**config.mk**
```make
export PLATFORM = sky130hd
export DESIGN_NAME = idma_req_arbiter
export DESIGN_NICKNAME = d
export VERILOG_FILES = /design/src/rtl/idma_req_arbiter_pkg.sv /design/src/rtl/idma_req_arbiter_fifo.sv /design/src/rtl/idma_req_arbiter.sv
export SDC_FILE = /design/constraint.sdc
export NUM_CORES = 1
export LEC_CHECK = 0
export CAP_MARGIN = 15
export CELL_PAD_IN_SITES_DETAIL_PLACEMENT = 1
export CELL_PAD_IN_SITES_GLOBAL_PLACEMENT = 1
export CORE_UTILIZATION = 29
export CTS_CLUSTER_DIAMETER = 50
export DETAILED_ROUTE_END_ITERATION = 10
export PLACE_DENSITY_LB_ADDON = 0.15
export SYNTH_ARGS = -nofsm -noshare
export SYNTH_HDL_FRONTEND = slang
export SYNTH_SLANG_ARGS = --single-unit
export TNS_END_PERCENT = 5
```
**constraint.sdc**
```tcl
create_clock -name clk_i -period 3.25 [get_ports clk_i]
set_input_delay 0.65 -clock clk_i [delete_from_list [all_inputs] [get_ports clk_i]]
set_output_delay 0.65 -clock clk_i [all_outputs]
set_load 0.02 [all_outputs]
```
**src/rtl/idma_req_arbiter_pkg.sv**
```systemverilog
// Shared types and the round-robin pick helper for the iDMA request arbiter.
package idma_req_arbiter_pkg;

    localparam int unsigned MaxReq  = 16;
    localparam int unsigned MaxIdxW = 4;

    typedef enum logic {
        LOCK_FREE = 1'b0,
        LOCK_HELD = 1'b1
    } lock_state_e;

    // First valid index at or after ptr, wrapping modulo num; returns ptr if none is valid.
    function automatic logic [MaxIdxW-1:0] rr_pick(input logic [MaxReq-1:0]  valid,
                                                   input logic [MaxIdxW-1:0] ptr,
                                                   input int unsigned        num);
        logic [MaxIdxW-1:0] pick;
        logic [MaxIdxW-1:0] idx;
        logic               found;
        pick  = ptr;
        found = 1'b0;
        for (int unsigned k = 0; k < MaxReq; k++) begin
            idx = MaxIdxW'((32'(ptr) + k) % num);
            if ((k < num) && !found && valid[idx]) begin
                pick  = idx;
                found = 1'b1;
            end
        end
        return pick;
    endfunction

endpackage

```
**src/rtl/idma_req_arbiter_fifo.sv**
```systemverilog
// Ownership FIFO (non fall-through): records the requester index of each accepted request.
module idma_req_arbiter_fifo #(
    parameter int unsigned DATA_WIDTH = 2,
    parameter int unsigned DEPTH      = 8
) (
    input  logic                  clk_i,
    input  logic                  rst_ni,
    input  logic                  flush_i,
    output logic                  full_o,
    output logic                  empty_o,
    input  logic [DATA_WIDTH-1:0] data_i,
    input  logic                  push_i,
    output logic [DATA_WIDTH-1:0] data_o,
    input  logic                  pop_i
);

    localparam int unsigned AddrW = (DEPTH > 1) ? $clog2(DEPTH) : 1;
    localparam int unsigned CntW  = AddrW + 1;

    logic [DATA_WIDTH-1:0] r_mem [DEPTH];
    logic [AddrW-1:0]      r_wptr;
    logic [AddrW-1:0]      r_rptr;
    logic [CntW-1:0]       r_cnt;
    logic                  w_do_push;
    logic                  w_do_pop;

    assign full_o    = (r_cnt == CntW'(DEPTH));
    assign empty_o   = (r_cnt == '0);
    assign data_o    = r_mem[r_rptr];
    assign w_do_push = push_i && !full_o;
    assign w_do_pop  = pop_i && !empty_o;

    always_ff @(posedge clk_i or negedge rst_ni) begin
        if (!rst_ni) begin
            r_wptr <= '0;
            r_rptr <= '0;
            r_cnt  <= '0;
        end else if (flush_i) begin
            r_wptr <= '0;
            r_rptr <= '0;
            r_cnt  <= '0;
        end else begin
            if (w_do_push) r_wptr <= r_wptr + AddrW'(1);
            if (w_do_pop)  r_rptr <= r_rptr + AddrW'(1);
            case ({w_do_push, w_do_pop})
                2'b10:   r_cnt <= r_cnt + CntW'(1);
                2'b01:   r_cnt <= r_cnt - CntW'(1);
                default: r_cnt <= r_cnt;
            endcase
        end
    end

    always_ff @(posedge clk_i) begin
        if (w_do_push) r_mem[r_wptr] <= data_i;
    end

endmodule

```
**src/rtl/idma_req_arbiter.sv**
```systemverilog
// Round-robin arbiter sharing one iDMA backend among NumReq requesters; in-order
// responses are routed back to their owner via the ownership FIFO.
module idma_req_arbiter
    import idma_req_arbiter_pkg::*;
#(
    parameter int unsigned NumReq      = 4,
    parameter int unsigned MaxInFlight = 8,
    parameter type         idma_req_t  = logic,
    parameter type         idma_rsp_t  = logic,
    localparam int unsigned CntW       = $clog2(MaxInFlight + 1)
) (
    input  logic                             clk_i,
    input  logic                             rst_ni,
    input  idma_req_t [NumReq-1:0]           req_i,
    input  logic      [NumReq-1:0]           req_valid_i,
    output logic      [NumReq-1:0]           req_ready_o,
    output idma_rsp_t [NumReq-1:0]           rsp_o,
    output logic      [NumReq-1:0]           rsp_valid_o,
    input  logic      [NumReq-1:0]           rsp_ready_i,
    output idma_req_t                        be_req_o,
    output logic                             be_req_valid_o,
    input  logic                             be_req_ready_i,
    input  idma_rsp_t                        be_rsp_i,
    input  logic                             be_rsp_valid_i,
    output logic                             be_rsp_ready_o,
    output logic      [NumReq-1:0][CntW-1:0] outstanding_o,
    output logic                             busy_o
);

    localparam int unsigned IdxW = $clog2(NumReq);

    lock_state_e                  r_state;
    lock_state_e                  w_state_nxt;
    logic [IdxW-1:0]              r_lock_idx;
    logic [IdxW-1:0]              r_rr;
    logic [NumReq-1:0][CntW-1:0]  r_outstanding;
    logic [MaxIdxW-1:0]           w_pick;
    logic [IdxW-1:0]              w_win;
    logic [IdxW-1:0]              w_head;
    logic                         w_any;
    logic                         w_full;
    logic                         w_empty;
    logic                         w_push;
    logic                         w_pop;

    // A held lock overrides the round-robin pick until the backend accepts.
    assign w_pick = rr_pick(MaxReq'(req_valid_i), MaxIdxW'(r_rr), NumReq);
    assign w_win  = (r_state == LOCK_HELD) ? r_lock_idx : IdxW'(w_pick);
    assign w_any  = |req_valid_i;

    assign be_req_o       = req_i[w_win];
    assign be_req_valid_o = rst_ni && w_any && !w_full;
    assign w_push         = be_req_valid_o && be_req_ready_i;
    assign w_pop          = be_rsp_valid_i && be_rsp_ready_o;
    assign busy_o         = !w_empty;
    assign outstanding_o  = r_outstanding;

    always_comb begin
        req_ready_o        = '0;
        rsp_valid_o        = '0;
        rsp_o              = '0;
        be_rsp_ready_o     = 1'b0;
        req_ready_o[w_win] = be_req_valid_o && be_req_ready_i;
        rsp_valid_o[w_head] = be_rsp_valid_i && !w_empty;
        be_rsp_ready_o     = rsp_ready_i[w_head] && !w_empty;
        for (int i = 0; i < int'(NumReq); i++) begin
            rsp_o[i] = be_rsp_i;
        end
    end

    always_comb begin
        w_state_nxt = r_state;
        case (r_state)
            LOCK_FREE: if (be_req_valid_o && !be_req_ready_i) w_state_nxt = LOCK_HELD;
            LOCK_HELD: if (w_push) w_state_nxt = LOCK_FREE;
            default:   w_state_nxt = LOCK_FREE;
        endcase
    end

    always_ff @(posedge clk_i or negedge rst_ni) begin
        if (!rst_ni) begin
            r_state    <= LOCK_FREE;
            r_lock_idx <= '0;
            r_rr       <= '0;
        end else begin
            r_state <= w_state_nxt;
            if ((r_state == LOCK_FREE) && (w_state_nxt == LOCK_HELD)) r_lock_idx <= w_win;
            if (w_push) r_rr <= (w_win == IdxW'(NumReq - 1)) ? '0 : w_win + IdxW'(1);
        end
    end

    // Per-requester in-flight count; simultaneous push and pop of one lane cancel.
    always_ff @(posedge clk_i or negedge rst_ni) begin
        if (!rst_ni) begin
            r_outstanding <= '0;
        end else begin
            for (int i = 0; i < int'(NumReq); i++) begin
                case ({w_push && (w_win == IdxW'(i)), w_pop && (w_head == IdxW'(i))})
                    2'b10:   r_outstanding[i] <= r_outstanding[i] + CntW'(1);
                    2'b01:   r_outstanding[i] <= r_outstanding[i] - CntW'(1);
                    default: r_outstanding[i] <= r_outstanding[i];
                endcase
            end
        end
    end

    idma_req_arbiter_fifo #(
        .DATA_WIDTH (IdxW),
        .DEPTH      (MaxInFlight)
    ) u_owner_fifo (
        .clk_i   (clk_i),
        .rst_ni  (rst_ni),
        .flush_i (1'b0),
        .full_o  (w_full),
        .empty_o (w_empty),
        .data_i  (w_win),
        .push_i  (w_push),
        .data_o  (w_head),
        .pop_i   (w_pop)
    );

    a_rsp_without_owner : assert property (@(posedge clk_i) disable iff (!rst_ni)
        !(be_rsp_valid_i && w_empty));

endmodule

```
==> flow_metrics.tcl <==
set metrics [dict create \
    status "completed" \
    cts_hold_buffers 0 \
    cts_root_buf "clkbuf_8" \
    hold_class "register to register" \
    crit_path_start_kind "register" \
    end_kind "register" \
    drc 0 \
    insertion_delay_ns 0.31 \
    synth_ff_type "dfrtp_1" \
    grt_pass1_wl_mm 10.63 \
    worst_pin_slew_ns 0.4599 \
    cts_tree "yes" \
    portBuffers 43 \
    avgViaCountPerCell 4.478 \
    antenna_found_initial 0 \
    wl_mm 6.347 \
    synth_edf_count 16 \
    yosys_warnings 0 \
    synth_cells 246 \
    finalSetupViolCount 0 \
    rows 35 \
    dp_hpwl_mm 4.924 \
    crit_path_top_delay_cell "mux4_2" \
    p_seq_share_pct 33.1 \
    grt.overflow.total 0 \
    layout_commonest_cell "buf_4" \
    avgSynthCellArea_um2 11.28 \
    p_clk_share_pct 13.2 \
    worstSetupPathType "register to register" \
    slew_violations 0 \
    n_antenna_cell 0 \
    finalNetCount 367 \
    power_density_mw_per_mm2 928.1 \
    htree_levels 2 \
    worstPathArrival_ns 3.37 \
    clockBufferDepth 2 \
    fillers 1029 \
    ant_nets 0 \
    synth_nets 285 \
    drive_above_1_share_pct 26.14 \
    area_delta_synth_final_pct 35.00 \
    yosysSeqAreaShare_pct 45.29 \
    cts_buffers 5 \
    dieArea_mm2 0.009960 \
    crit_top_cell "mux4_2" \
    power.total_mw 3.476 \
    dieWidth_um 99.80 \
    syn_area_mm2 0.002774 \
    finalHoldViolations 0 \
    min_period_ns 3.172 \
    dieHeight_um 99.80 \
    p_leak_nw 1.688 \
    yosysUniqueCellTypes 43 \
    core_mm2 0.009240 \
    critPathMaxFanout 6 \
    first_iter_violations 42 \
    final_cell_mix "buf_4, clkdlybuf4s50_1, dfrtp_1" \
    relSlewSlack_pct 69.28 \
    wire_per_inst_um 13.86 \
    io_pins 49 \
    fin_tns_setup_ns 0 \
    gp_congestion 0.7836 \
    num_vias 2051 \
    p_sw_mw 1.381 \
    fmax_ghz 0.3153 \
    maxCapViolations 0 \
    grt_pass1_vias 2105 \
    peakVddDrop_mv 0.2888 \
    comb_power_share_pct 53.7 \
    post-route-period-util_pct 97.60 \
    start_util_pct 30.02 \
    p_sw_share_pct 39.72 \
    firstDrtPassIters 4 \
    internal_power_mw 2.095 \
    cts.sinks 47 \
    final.setup_skew_ns 0.01121 \
    rsz0062_at_grt "yes" \
    ys_async_sr_fraction_pct 65.96 \
    cp.required_ns 3.44 \
    grt_usage_pct 13.77 \
    grt_max_degree 32 \
    ys_ff_latch 47 \
    cp_cell_sequence "mux2_1 -> mux4_2 -> mux4_2 -> and2_4 -> ha_2 -> ha_1 -> a21o_1 -> a21oi_2 -> xnor2_1 -> nor2_1 -> xor2_1" \
    cpPeakStageDelay_ns 0.50 \
    clkTransAtPathRegs_ns 0.10 \
]
## critical path: cells and delay by family (launching register included)
kind                     cells  cell delay, ns
multiplexers                 3            1.28
flip-flops                   1            0.47
adder cells (fa/ha/maj)      2            0.44
AO/OA/AOI/OAI                2            0.33
XOR/XNOR                     2            0.27
AND/OR/NAND/NOR              2            0.26
## synthesized netlist by cell type (2+ instances only)
library cell | n | area share (%)
nor3b_1 | 5 | 1.4
buf_4 | 4 | 1.1
xnor2_1 | 10 | 3.2
edfxtp_1 | 16 | 17
a211oi_1 | 2 | 0.54
ha_1 | 21 | 9.5
nor2b_1 | 4 | 0.90
clkbuf_1 | 3 | 0.41
o22ai_1 | 2 | 0.45
and3b_1 | 2 | 0.63
nand2_1 | 17 | 2.3
mux2_4 | 4 | 2.2
a21oi_1 | 9 | 1.6
nor2_1 | 19 | 2.6
nor4b_1 | 2 | 0.63
mux2i_1 | 6 | 2.2
xor2_1 | 18 | 5.7
a31oi_1 | 3 | 0.68
dfrtp_1 | 31 | 28
nor3_1 | 3 | 0.54
inv_1 | 17 | 2.3
o21ai_0 | 7 | 1.3
mux2_2 | 8 | 3.2
and2_1 | 7 | 1.6
o21ai_1 | 4 | 0.72
mux4_2 | 3 | 2.4
buf_6 | 2 | 0.81
nand2b_1 | 2 | 0.45
## registers in the layout (all words and copies together), names as in the netlist
signal and flops:
r_lock_idx 2, u_owner_fifo.r_mem 16, r_rr 2, outstanding_o 16
r_state 1, u_owner_fifo.r_wptr 3, u_owner_fifo.r_cnt 4, u_owner_fifo.r_rptr 3
## power by group through the flow
stage          clock, mW  sequential (mW)  combinational, mW
2_1_floorplan          0             1.18               1.09
6_report           0.459             1.15               1.87
4_1_cts            0.477             1.15               1.86
3_5_place_dp           0             1.16               1.86
3_3_place_gp           0             1.15               1.82
5_1_grt            0.497             1.20               2.05
## what timing repair did
action                                  in CTS  in global routing
endpoints found under the setup margin      16                 16
setup buffers                                1                  3
pin swaps                                    0                  9
resized for setup                           16                 24
## metrics by stage
step / instances / cell area, um^2 / hold WS, ns / util, % / setup WS [ns]
after floorplan: 246 / 2778 / 0.3544 / - / 0.01776
after global placement: 446 / 3587 / 0.4593 / 38.82 / -0.3835
after detailed placement: 446 / 3587 / 0.4588 / 38.82 / -0.4385
after CTS: 455 / 3714 / 0.4773 / 40.19 / -0.05962
after global routing: 458 / 3745 / 0.4890 / 40.53 / -0.09470
final: 458 / 3745 / 0.4664 / 40.53 / 0.07791
## routing by layer
layer  part of all wire (%)  vias to the layer above  global-route usage, %
li1                       -                     1011                      -
met3                    3.2                        5                  2.437
met1                     49                      990                  18.37
met2                     46                       45                  22.86
met4                    1.2                        0                  4.072
met5                      0                        -                      0
## worst paths after layout
check	start	end	slack, ns	cells after the start
max	u_owner_fifo.r_rptr[0]	u_owner_fifo.r_cnt[3]	0.08	11
min	outstanding_o[7]	outstanding_o[7]	0.47	1
max reg2reg	u_owner_fifo.r_rptr[0]	u_owner_fifo.r_cnt[3]	0.08	11
min reg2reg	outstanding_o[7]	outstanding_o[7]	0.47	1
max in group asynchronous	rst_ni	u_owner_fifo.r_rptr[0]	2.08	2
min in group asynchronous	rst_ni	r_lock_idx[0]	0.83	2
## logic make-up after synthesis
logic type               share of synthesized area, %
adder cells (fa/ha/maj)                         10.19
buffers and inverters                           4.871
multiplexers                                    11.37
XOR/XNOR                                        8.841
flip-flops                                      45.29
AO/OA/AOI/OAI                                   7.172
AND/OR/NAND/NOR                                 12.27
## area by class of cell
| type | count | area, um^2 | area share (%) |
|---|---|---|---|
| timing repair buffer | 85 | 719.4 | 19.21 |
| tap | 129 | 161.4 | 4.310 |
| sequential | 47 | 1257 | 33.58 |
| multi-input combinational | 171 | 1423 | 37.99 |
| clock buffer | 5 | 68.82 | 1.838 |
| clock inverter | 3 | 47.55 | 1.270 |
| inverter | 18 | 67.56 | 1.804 |
Note: power is estimated with default switching activity, not from simulation.
